`config.mk`:
```
export PLATFORM = sky130hd
export DESIGN_NAME = f_pc_unit
export DESIGN_NICKNAME = d
export VERILOG_FILES = /design/src/rtl/f_pc_unit.sv
export SDC_FILE = /design/constraint.sdc
export NUM_CORES = 1
export LEC_CHECK = 0
export ABC_AREA = 1
export BUFFER_PORTS_ARGS = -buffer_cell sky130_fd_sc_hd__buf_2
export CORE_MARGIN = 4
export CORE_UTILIZATION = 50
export CTS_BUF_LIST = sky130_fd_sc_hd__clkbuf_4 sky130_fd_sc_hd__clkbuf_8 sky130_fd_sc_hd__clkbuf_16
export DETAILED_ROUTE_END_ITERATION = 8
export HOLD_SLACK_MARGIN = 0.12
export PLACE_DENSITY_LB_ADDON = 0.1
export SLEW_MARGIN = 10
export SYNTH_ARGS = -nofsm -noshare
export SYNTH_HDL_FRONTEND = slang
export SYNTH_SLANG_ARGS = --single-unit
```
`constraint.sdc`:
```
create_clock -name clk -period 1.8 [get_ports clk]
set_input_delay 0.18 -clock clk [delete_from_list [all_inputs] [get_ports clk]]
set_output_delay 0.18 -clock clk [all_outputs]
set_load 0.02 [all_outputs]
```
`src/rtl/f_pc_unit.sv`:
```
// ---------------------------------------------------------------------------
// f_pc_unit -- fetch-stage program counter with delayed-branch redirect
//
// Holds the fetch PC. When the D-stage instruction redirects (taken branch,
// j/jal, jr/jalr), the next fetch address becomes the redirect target. The
// instruction already in F at that time is the delay slot. If the fetch stage
// is stalled (en=0) when a redirect is seen, the first redirect target is
// captured and applied on the next enabled cycle.
//
// Ports
//   clk            in   1   sole clock, rising edge
//   reset          in   1   synchronous active-low reset
//   en             in   1   PC update enable (0 = fetch stall)
//   D_NPCSel       in   2   00 seq, 01 branch, 10 j/jal, 11 jr/jalr
//   D_BranchTaken  in   1   branch outcome, used only for D_NPCSel=01
//   D_PC4          in  32   PC+4 of the D-stage instruction
//   D_Imm16        in  16   branch offset field
//   D_Imm26        in  26   jump index field
//   D_RsData       in  32   forwarded rs value for jr/jalr
//   F_PC           out 32   fetch address (straight from the PC register)
//   F_RedirPending out  1   a redirect captured during a stall is waiting
//   F_AdEL         out  1   fetch address error for F_PC
//
// Configuration macro: F_ADEL_CHECK_EN
//   defined   -> F_AdEL flags misaligned PCs or PCs outside 0x3000..0x6FFC
//   undefined -> F_AdEL is tied to 0
// ---------------------------------------------------------------------------
module f_pc_unit (
    input  logic        clk,
    input  logic        reset,
    input  logic        en,
    input  logic [1:0]  D_NPCSel,
    input  logic        D_BranchTaken,
    input  logic [31:0] D_PC4,
    input  logic [15:0] D_Imm16,
    input  logic [25:0] D_Imm26,
    input  logic [31:0] D_RsData,
    output logic [31:0] F_PC,
    output logic        F_RedirPending,
    output logic        F_AdEL
);

    localparam logic [31:0] RESET_PC = 32'h0000_3000;

    logic [31:0] pc_q;
    logic [31:0] pc_d;
    logic        pend_q;
    logic        pend_d;
    logic [31:0] pend_tgt_q;
    logic [31:0] pend_tgt_d;

    logic        redir_valid_s;
    logic [31:0] redir_tgt_s;
    logic [31:0] br_tgt_s;
    logic [31:0] j_tgt_s;

    // Redirect target candidates from the D-stage fields
    always_comb begin
        br_tgt_s = D_PC4 + {{14{D_Imm16[15]}}, D_Imm16, 2'b00};
        j_tgt_s  = {D_PC4[31:28], D_Imm26, 2'b00};
    end

    // Redirect decode; a not-taken branch behaves as sequential
    always_comb begin
        redir_valid_s = 1'b0;
        redir_tgt_s   = 32'h0000_0000;
        case (D_NPCSel)
            2'b00: begin
                redir_valid_s = 1'b0;
                redir_tgt_s   = 32'h0000_0000;
            end
            2'b01: begin
                redir_valid_s = D_BranchTaken;
                redir_tgt_s   = br_tgt_s;
            end
            2'b10: begin
                redir_valid_s = 1'b1;
                redir_tgt_s   = j_tgt_s;
            end
            2'b11: begin
                redir_valid_s = 1'b1;
                redir_tgt_s   = D_RsData;
            end
            default: begin
                redir_valid_s = 1'b0;
                redir_tgt_s   = 32'h0000_0000;
            end
        endcase
    end

    // Next-state for PC and the stall-time pending redirect
    always_comb begin
        pc_d       = pc_q;
        pend_d     = pend_q;
        pend_tgt_d = pend_tgt_q;
        if (en) begin
            // Any enabled cycle consumes the pending redirect; a live
            // redirect from D is newer and wins over it.
            pend_d = 1'b0;
            if (redir_valid_s) begin
                pc_d = redir_tgt_s;
            end else if (pend_q) begin
                pc_d = pend_tgt_q;
            end else begin
                pc_d = pc_q + 32'd4;
            end
        end else begin
            // Stalled: D holds the same instruction, so only the first
            // redirect seen during the stall is captured.
            if (redir_valid_s && !pend_q) begin
                pend_d     = 1'b1;
                pend_tgt_d = redir_tgt_s;
            end else begin
                pend_d     = pend_q;
                pend_tgt_d = pend_tgt_q;
            end
        end
    end

    // State registers with synchronous active-low reset
    always_ff @(posedge clk) begin
        if (!reset) begin
            pc_q       <= RESET_PC;
            pend_q     <= 1'b0;
            pend_tgt_q <= 32'h0000_0000;
        end else begin
            pc_q       <= pc_d;
            pend_q     <= pend_d;
            pend_tgt_q <= pend_tgt_d;
        end
    end

    assign F_PC           = pc_q;
    assign F_RedirPending = pend_q;

`ifdef F_ADEL_CHECK_EN
    // Legal fetch window is word-aligned 0x3000..0x6FFC
    always_comb begin
        F_AdEL = (pc_q[1:0] != 2'b00) ||
                 (pc_q < 32'h0000_3000) ||
                 (pc_q > 32'h0000_6FFC);
    end
`else
    assign F_AdEL = 1'b0;
`endif

endmodule

```
==> out/results.ini, run 1 <==
[route]
final_antenna_net_count=0
dr.pass1.iters=6
drt_wl_total_um=22000
viasPerCell=5.23
drt_iter0_drc=717
dr_total_vias=7983
drc=0
routedWlPerCell_um=14.4

[yosys]
yosysWarnings=0
synth_fp_nets=1282
syn-cell-area_mm2=0.00639
synth_seq_cells=65
synth_edf_count=0
ys_seq_area_share_pct=20.4
synth_area_per_cell_um2=5.61
netlist_instances=1139
synthArstFlopShare_pct=0
synth_ff_type=dfxtp_1
yosysUniqueCellTypes=46

[critical_path]
path_max_fanout=3
worstPathArrival_ps=2030
crit_type=reg2reg
cp-endpoint=F_PC[29]
worst_ep_required_time_ps=2080
r2r-start=F_PC[8]
crit_path_start_kind=flop
ff2ff_path_depth=11
worstSetupStartpoint=F_PC[8]
cp-end-kind=flop
rrSetupSlack_ps=50
reg2reg_to=F_PC[29]

[global_routing]
grt_pass1_wl_um=34400
grt_usage_pct=29.1
antenna_found_initial=0
grt_pass1_vias=7228
grt_max_degree=38
overflow=0

[die]
core_area_mm2=0.0126
die_w_um=121
dieHeight_um=121
io_pins=146
initial_core_util_pct=50.9
rows=41
die-area_mm2=0.0147

[sta]
skew_ps=5.98
hold_slack_ps=144
finalCritPeriodShare_pct=97.0
setup_viol=0
fin_setup_tns_ps=0
period_needed_ps=1750
rsz0062_at_grt=true
maxSlewViolCount=0
timing.fmax_mhz=573
hold_viol=0

[final_layout]
final_cell_mix=334 x nand2_1, 148 x inv_1, 143 x buf_2
area.growth.synth_to_final_pct=32.3
fillers=1240
final_common_cell=nand2_1
finalNetCount=1494
fin_area_mm2=0.00846
n_antenna_cell=0
layout-drive-gt1-share_pct=26.2

[clock_tree]
clock_path_buffers=2
clock-sinks=65
h-tree-depth=3
cts.hold.buffers_added=0
clk_root_buffer_cell=clkbuf_16
cts_buffers=9
path_clk_slew_ps=60
cts_tree=yes
worstSkewPairLatency_ps=340

[pwr]
peakVddDrop_mv=0.673
powerDensity_mw_per_mm2=622
leakagePower_nw=4.53
power_w=0.00526

[placed_design]
portBuffers=144
globalplace.congestion=0.933
place_area_mm2=0.00785
dp_hpwl_um=17400

[hold_path]
hold_class=in2reg

[status]
status=completed

[job]
cap_violations=0

cells in the mapped netlist, types with 4 or more instances:
| library cell | instances | area, µm² |
|---|---|---|
| nor2_1 | 109 | 409 |
| ha_1 | 30 | 375 |
| o211ai_1 | 7 | 52.6 |
| o21ai_0 | 38 | 190 |
| a21oi_1 | 93 | 465 |
| buf_2 | 15 | 75.1 |
| inv_1 | 150 | 563 |
| o21ai_1 | 31 | 155 |
| nor3_1 | 12 | 60.1 |
| nand2_1 | 345 | 1290 |
| nand3b_1 | 8 | 60.1 |
| dfxtp_1 | 65 | 1300 |
| xor2_1 | 14 | 123 |
| nand3_1 | 119 | 596 |
| o22ai_1 | 5 | 31.3 |
| inv_2 | 16 | 60.1 |
| buf_1 | 4 | 15.0 |
| and2_1 | 5 | 31.3 |
| nand4_1 | 13 | 81.3 |
| clkbuf_1 | 16 | 60.1 |
per-layer routing:
| layer | part of all wire [%] | vias to the layer above | global-route usage (%) |
|---|---|---|---|
| met3 | 7.6 | 41 | 4.85 |
| li1 | - | 4081 | - |
| met5 | 0 | - | 0 |
| met2 | 46 | 308 | 48.8 |
| met4 | 2.5 | 0 | 8.29 |
| met1 | 43 | 3553 | 38.5 |
logic make-up (layout without fill, tap and decap cells):
kind of cell	Yosys count	in the layout	share of synthesized area, %
flops	65	65	20.4
fa+ha+maj	31	31	6.19
compound gates	186	186	15.5
xor+xnor	18	18	2.58
simple gates	635	635	43.0
buf+inv	203	419	12.3
other cells	1	1	0.0587
power breakdown:
part | internal (W) | switching [W] | total [W]
registers | 0.00156 | 0.000100 | 0.00166
clock network | 0.00105 | 0.000651 | 0.00171
logic | 0.000766 | 0.00113 | 0.00190
area by class of cell:
cell class	count	area [µm²]	share of cell area (%)
clock buffers	9	225	2.66
flip-flops and latches	65	1320	15.6
clock inverters	6	60.1	0.710
multi-input cells	871	4580	54.1
repair buffers	237	1440	17.0
inverters	167	627	7.41
well taps	172	215	2.54
critical path, stage by stage (launching register included):
cell,delay (ps)
dfxtp_1,320
buf_4,130
nand2_1,110
nor2_2,200
nand2_1,100
nor2_1,150
nand4_1,160
xor2_1,170
nand2_1,100
a21oi_1,140
nand2_1,60
nand2_1,40
stage by stage:
step / worst slack (ps) / std cells / utilization [%]
2_1_floorplan: -1.94 / 1139 / -
3_3_place_gp: -229 / 1507 / 62.4
3_5_place_dp: -271 / 1507 / 62.4
4_1_cts: 12.7 / 1523 / 64.8
5_1_grt: -33.7 / 1527 / 67.3
6_report: 54.5 / 1527 / 67.3
sequential cells by signal (all words and copies together) (netlist names):
register        cells
pend_tgt_q         32
F_PC               32
F_RedirPending      1
worst min path at each step:
stage	cells past startpoint	to	slack, ps	from
floorplan	1	F_PC[4]	290	en
finish	2	F_PC[4]	140	en
CTS	2	F_PC[4]	140	en
global route	2	F_PC[4]	170	en
detailed placement	2	pend_tgt_q[0]	460	pend_tgt_q[0]
global placement	2	pend_tgt_q[0]	450	pend_tgt_q[0]
what timing repair did:
item                                    CTS  global route
pin swaps                                 1            10
resized for setup                         2            72
endpoints found under the setup margin    3            36
buffers inserted                          1             4
Power figures use the tool's default switching activity.
==> inputs of run 2 (changes only) <==
ABC_AREA = 0   (was 1)
CORE_UTILIZATION = 49   (was 50)
==> out/results.ini, run 2 <==
[final_layout]
finalNetCount=1215  ; was 1494
n_antenna_cell=0  ; unchanged
layout-drive-gt1-share_pct=44.7  ; was 26.2%
fin_area_mm2=0.00885  ; was 0.00846 mm²
area.growth.synth_to_final_pct=54.1  ; was 32.3%
final_common_cell=buf_4  ; was nand2_1
final_cell_mix=166 x buf_4, 140 x buf_2, 110 x nand2_1  ; was 334 x nand2_1, 148 x inv_1, 143 x buf_2

[yosys]
synth_fp_nets=936  ; was 1282
ys_seq_area_share_pct=22.7  ; was 20.4%
yosysWarnings=0  ; unchanged
synth_seq_cells=65  ; unchanged
synth_fa_ha_area_share_pct=6.88  ; was 6.19%
yosys.area.top_type_share_pct=22.7  ; was 20.4%
netlist_top_cells_count=116 x nand2_1, 79 x a21oi_1, 77 x o21ai_0  ; was 345 x nand2_1, 150 x inv_1, 119 x nand3_1
yosysMostFrequentCell=nand2_1  ; unchanged
muxShareOfSynthArea_pct=4.64  ; was 0%
netlist_instances=793  ; was 1139
yosys.area_share.simple_pct=22.3  ; was 43.0%
synth_ff_type=dfxtp_1  ; unchanged
synthTopCellsByArea=dfxtp_1 23%, nand2_1 7.6%, a21oi_1 6.9%  ; was dfxtp_1 20%, nand2_1 20%, nand3_1 9.3%
synth_top_area_cell=dfxtp_1  ; unchanged
synth_edf_count=0  ; unchanged
yosysUniqueCellTypes=70  ; was 46
synthArstFlopShare_pct=0  ; unchanged
syn-cell-area_mm2=0.00574  ; was 0.00639 mm²
synth_top_family_by_area=compound AO/OA/AOI/OAI gates  ; was simple AND/OR/NAND/NOR gates
synth_area_per_cell_um2=7.24  ; was 5.61 µm²
synth_compound_area_share_pct=31.6  ; was 15.5%
synth-xor-area-share_pct=7.17  ; was 2.58%

[global_routing]
use_met1_pct=42.9  ; was 38.5%
met2_usage_pct=52.1  ; was 48.8%
overflow=0  ; unchanged
grt_pass1_vias=6821  ; was 7228
grt-busiest-layer=met2  ; unchanged
grt_max_degree=42  ; was 38
gr-usage-met3_pct=2.90  ; was 4.85%
grt_pass1_wl_um=33800  ; was 34400 µm
antenna_found_initial=0  ; unchanged
grt_usage_pct=31.3  ; was 29.1%

[die]
die_w_um=116  ; was 121 µm
die-area_mm2=0.0135  ; was 0.0147 mm²
dieHeight_um=116  ; was 121 µm
rows=39  ; was 41
initial_core_util_pct=50.1  ; was 50.9%
core_area_mm2=0.0115  ; was 0.0126 mm²
io_pins=146  ; unchanged

[clock_tree]
cts_tree=yes  ; unchanged
cts.hold.buffers_added=0  ; unchanged
clock-sinks=65  ; unchanged
cts_buffers=9  ; unchanged
clock_path_buffers=2  ; unchanged
h-tree-depth=3  ; unchanged
path_clk_slew_ps=50  ; was 60 ps
worstSkewPairLatency_ps=330  ; was 340 ps
clk_root_buffer_cell=clkbuf_16  ; unchanged

[hold_path]
hold_class=in2reg  ; unchanged
holdPathEnd=pend_tgt_q[10]  ; was F_PC[4]
hold_start=D_Imm26[8]  ; was en
min_path_cells=3  ; was 2

[route]
drc=0  ; unchanged
dr_total_vias=7320  ; was 7983
routedWlPerCell_um=18.6  ; was 14.4 µm
viasPerCell=6.01  ; was 5.23
dr.pass1.iters=8  ; was 6
drt_iter0_drc=654  ; was 717
final_antenna_net_count=0  ; unchanged
drt_wl_total_um=22600  ; was 22000 µm

[critical_path]
crit_family=compound AO/OA/AOI/OAI gates  ; was simple AND/OR/NAND/NOR gates
cpPeakStageDelay_ps=390  ; was 320 ps
worst_ep_required_time_ps=2000  ; was 2080 ps
path_buf_inv=2  ; was 1
ff2ff_path_depth=8  ; was 11
crit_path_start_kind=input pin  ; was flop
cp-end-kind=flop  ; unchanged
r2r-start=F_PC[11]  ; was F_PC[8]
reg2reg_to=F_PC[22]  ; was F_PC[29]
cp_slowest_cell=a211o_4  ; was dfxtp_1
crit_chain=buf_8, ha_4, inv_4, fa_2, nor2b_4, o2111ai_4, a211o_4, a21o_1, a211o_1, and3_4, o21ai_2, a31oi_1  ; was buf_4, nand2_1, nor2_2, nand2_1, nor2_1, nand4_1, xor2_1, nand2_1, a21oi_1, nand2_1, nand2_1
worstPathArrival_ps=2430  ; was 2030 ps
crit_type=in2reg  ; was reg2reg
path_max_fanout=5  ; was 3
rrSetupSlack_ps=-180  ; was 50 ps

[job]
cap_violations=0  ; unchanged

[sta]
period_needed_ps=2230  ; was 1750 ps
finalCritPeriodShare_pct=124  ; was 97.0%
skew_ps=6.46  ; was 5.98 ps
maxSlewViolCount=0  ; unchanged
tightestPinTransition_ps=512
setup_viol=51  ; was 0
hold_viol=0  ; unchanged
rsz0062_at_grt=true  ; unchanged
setup_ws_ps=-426  ; was 54.5 ps
timing.fmax_mhz=449  ; was 573 MHz
slew_headroom_pct=65.8

[placed_design]
globalplace.congestion=0.906  ; was 0.933
place_area_mm2=0.00790  ; was 0.00785 mm²
portBuffers=144  ; unchanged
dp_hpwl_um=16400  ; was 17400 µm

[status]
violations=negative setup slack
status=finished with violations  ; was completed

[pwr]
peakVddDrop_mv=0.754  ; was 0.673 mV
leakagePower_nw=3.97  ; was 4.53 nW
power_w=0.00567  ; was 0.00526 W
powerDensity_mw_per_mm2=640  ; was 622 mW/mm²

run 2: power by group:
part	leakage, nW	total [W]	internal, W	switching [W]
Combinational	3.29	0.00246	0.00115	0.00131
Clock	0.133	0.00156	0.000975	0.000589
Sequential	0.540	0.00164	0.00156	0.0000829
Total	3.97	0.00567	0.00368	0.00199
run 2: stage by stage:
step                      setup TNS [ps]  utilization [%]  instances  setup WS [ps]  hold WS [ps]
after floorplan                    -8000                -        793           -471           323
after global placement            -26140             68.9       1180           -759           449
after detailed placement          -29380             68.9       1180           -840           462
after CTS                          -9780             74.5       1209           -371           121
after global routing              -16930             77.2       1218           -521           131
final                             -12570             77.2       1218           -426           112
run 2: layout make-up:
| cell class | count | area [µm²] |
|---|---|---|
| inverters | 15 | 58.8 |
| multi-input cells | 661 | 4900 |
| fillers | 857 | 2610 |
| well taps | 143 | 179 |
| clock buffers | 13 | 255 |
| flip-flops and latches | 65 | 1320 |
| repair buffers | 320 | 2130 |
| clock inverters | 1 | 5.00 |
run 2: worst max-delay path by stage:
stage               start        endpoint  depth (start not counted)
2_1_floorplan    D_PC4[2]        F_PC[24]                         11
3_3_place_gp     D_PC4[2]        F_PC[18]                         13
3_5_place_dp     D_PC4[2]        F_PC[18]                         13
4_1_cts        D_Imm16[0]  pend_tgt_q[24]                         12
5_1_grt         D_PC4[11]  pend_tgt_q[31]                         10
6_report         D_PC4[2]  pend_tgt_q[24]                         12
run 2: logic make-up after synthesis:
group / after synthesis
buffers and inverters: 67
and+or+nand+nor: 274
xor gates and xnor gates: 47
adders and majority gates: 31
muxes: 25
other: 1
AOI/OAI and AO/OA: 283
DFF: 65
run 2: timing repair:
| item | in CTS | in global routing |
|---|---|---|
| buffers inserted | 21 | 15 |
| gates cloned | 0 | 0 |
| setup endpoints to repair | 45 | 52 |
| pin swaps | 82 | 70 |
| resized for setup | 71 | 52 |
run 2: layer usage:
metal / vias up / share of wire, % / wire length (µm)
li1: 3475 / - / -
met3: 59 / 7.7 / 1750
met4: 0 / 2.5 / 573
met5: - / 0 / 0
met1: 3433 / 43 / 9740
met2: 353 / 47 / 10500
run 2: worst reg2reg max path, stage by stage, from the launching register on:
cell,delay (ps)
dfxtp_2,370
and4_1,210
and3_1,220
and3_1,230
buf_4,140
nand4_1,110
xnor2_1,170
a221oi_1,310
a21oi_2,100
==> inputs of run 3 (changes only) <==
ABC_AREA = not set   (was 0)
CORE_ASPECT_RATIO = 2   (was not set)
==> out/results.ini, run 3 (synthesis results as in run 2) <==
[sta]
setup_viol=38  ; was 51
hold_viol=0  ; unchanged
period_needed_ps=2210  ; was 2230 ps
rsz0062_at_grt=true  ; unchanged
maxSlewViolCount=0  ; unchanged
skew_ps=9.12  ; was 6.46 ps
finalCritPeriodShare_pct=123  ; was 124%
timing.fmax_mhz=453  ; was 449 MHz
setup_ws_ps=-406  ; was -426 ps
fin_setup_tns_ps=-8820  ; was -12570 ps

[die]
io_pins=146  ; unchanged
dieHeight_um=161  ; was 116 µm
core_area_mm2=0.0114  ; was 0.0115 mm²
rows=55  ; was 39
initial_core_util_pct=50.3  ; was 50.1%
die_w_um=84.6  ; was 116 µm
die-area_mm2=0.0136  ; was 0.0135 mm²

[final_layout]
final_cell_mix=151 x buf_4, 132 x buf_2, 114 x nand2_1  ; was 166 x buf_4, 140 x buf_2, 110 x nand2_1
fillers=849  ; was 857
stdcell_count=1206  ; was 1218
layout-drive-gt1-share_pct=44.4  ; was 44.7%
fin_area_mm2=0.00898  ; was 0.00885 mm²
final_common_cell=buf_4  ; unchanged
finalNetCount=1200  ; was 1215
area.growth.synth_to_final_pct=56.3  ; was 54.1%

[global_routing]
overflow=0  ; unchanged
grt_max_degree=45  ; was 42
grt_usage_pct=31.9  ; was 31.3%
grt_pass1_vias=7317  ; was 6821
antenna_found_initial=2  ; was 0
grt_pass1_wl_um=35500  ; was 33800 µm

[pwr]
peakVddDrop_mv=0.633  ; was 0.754 mV
power_w=0.00615  ; was 0.00567 W
leakagePower_nw=3.95  ; was 3.97 nW
powerDensity_mw_per_mm2=685  ; was 640 mW/mm²

[critical_path]
crit_path_start_kind=input pin  ; unchanged
worstSetupStartpoint=D_Imm16[0]  ; was D_PC4[2]
rrSetupSlack_ps=-180  ; about the same
r2r-start=F_PC[6]  ; was F_PC[11]
cpPeakStageDelay_ps=380  ; was 390 ps
path_max_fanout=4  ; was 5
crit_family=compound AO/OA/AOI/OAI gates  ; unchanged
crit_chain=buf_8, ha_4, inv_2, fa_2, nor2b_4, o2111ai_2, a211o_1, a21o_1, a211o_1, and3_4, o21ai_2, a41oi_1  ; was buf_8, ha_4, inv_4, fa_2, nor2b_4, o2111ai_4, a211o_4, a21o_1, a211o_1, and3_4, o21ai_2, a31oi_1
path_buf_inv=2  ; unchanged
crit_type=in2reg  ; unchanged
cp-end-kind=flop  ; unchanged
cp_slowest_cell=fa_2  ; was a211o_4
cp_common_cell=a211o_1
worst_ep_required_time_ps=1990  ; was 2000 ps
worstPathArrival_ps=2390  ; was 2430 ps

[clock_tree]
cts_tree=yes  ; unchanged
clock-sinks=65  ; unchanged
clk_root_buffer_cell=clkbuf_16  ; unchanged
worstSkewPairLatency_ps=340  ; was 330 ps
cts.hold.buffers_added=0  ; unchanged
h-tree-depth=3  ; unchanged
cts_buffers=9  ; unchanged
clock_path_buffers=2  ; unchanged
path_clk_slew_ps=50  ; about the same

[route]
routedWlPerCell_um=19.3  ; was 18.6 µm
final_antenna_net_count=0  ; unchanged
dr.pass1.iters=6  ; was 8
dr_total_vias=7427  ; was 7320
drt_wl_total_um=23300  ; was 22600 µm
drt_iter0_drc=617  ; was 654
viasPerCell=6.16  ; was 6.01
drc=0  ; unchanged

[placed_design]
place_ws_ps=-823  ; was -840 ps
place_area_mm2=0.00794  ; was 0.00790 mm²
globalplace.congestion=0.965  ; was 0.906
placed_cells=1183  ; was 1180
dp_hpwl_um=17500  ; was 16400 µm
portBuffers=144  ; unchanged

[status]
violations=negative setup slack  ; unchanged
status=finished with violations  ; unchanged

[hold_path]
hold_start=D_Imm26[8]  ; unchanged
hold_class=in2reg  ; unchanged

[job]
cap_violations=0  ; unchanged

==> run 3: layout make-up <==
cell class | count | area [µm²] | share of cell area, %
Inverter | 15 | 56.3 | 0.627
Antenna cell | 2 | 5.00 | 0.0557
Multi-Input combinational cell | 661 | 4990 | 55.6
Sequential cell | 65 | 1320 | 14.7
Clock buffer | 10 | 239 | 2.66
Clock inverter | 6 | 115 | 1.28
Timing Repair Buffer | 305 | 2080 | 23.1
Tap cell | 142 | 178 | 1.98
==> run 3: worst register-to-register path, cell delays in order, from the launching register on <==
cell     delay, ps
dfxtp_4        340
and4_4         230
and3_4         230
and3_4         240
and4_1         270
nand3_1        130
mux2i_1        150
a21oi_1        170
o211a_1        150
==> run 3: path summary, 6_finish.rpt <==
check,to,cells past startpoint
hold / removal,pend_tgt_q[10],3
setup / recovery,F_PC[24],12
hold reg to reg,pend_tgt_q[0],2
setup reg to reg,F_PC[30],8
==> run 3: power breakdown <==
group | internal (W) | switching [W]
Clock | 0.00139 | 0.000675
Sequential | 0.00156 | 0.0000747
Combinational | 0.00115 | 0.00130
==> run 3: through the flow <==
| stage | util (%) | hold WS (ps) |
|---|---|---|
| final | 78.6 | 146 |
| after global routing | 78.6 | 176 |
| after detailed placement | 69.5 | 461 |
| after global placement | 69.5 | 449 |
| after CTS | 74.2 | 147 |
| after floorplan | - | 323 |
==> run 3: per-layer routing <==
layer	up-vias	track usage, %	part of all wire (%)
li1	3446	-	-
met1	3447	34.6	34
met2	419	57.4	53
met3	115	4.03	6.6
met4	0	19.3	6.7
met5	-	0	0
==> run 3: repair_timing <==
action | in CTS | in global routing
pin swaps | 26 | 61
gates resized for setup | 38 | 96
endpoints found under the setup margin | 43 | 46
endpoints found under the hold margin | 0 | 0
buffers inserted | 2 | 7
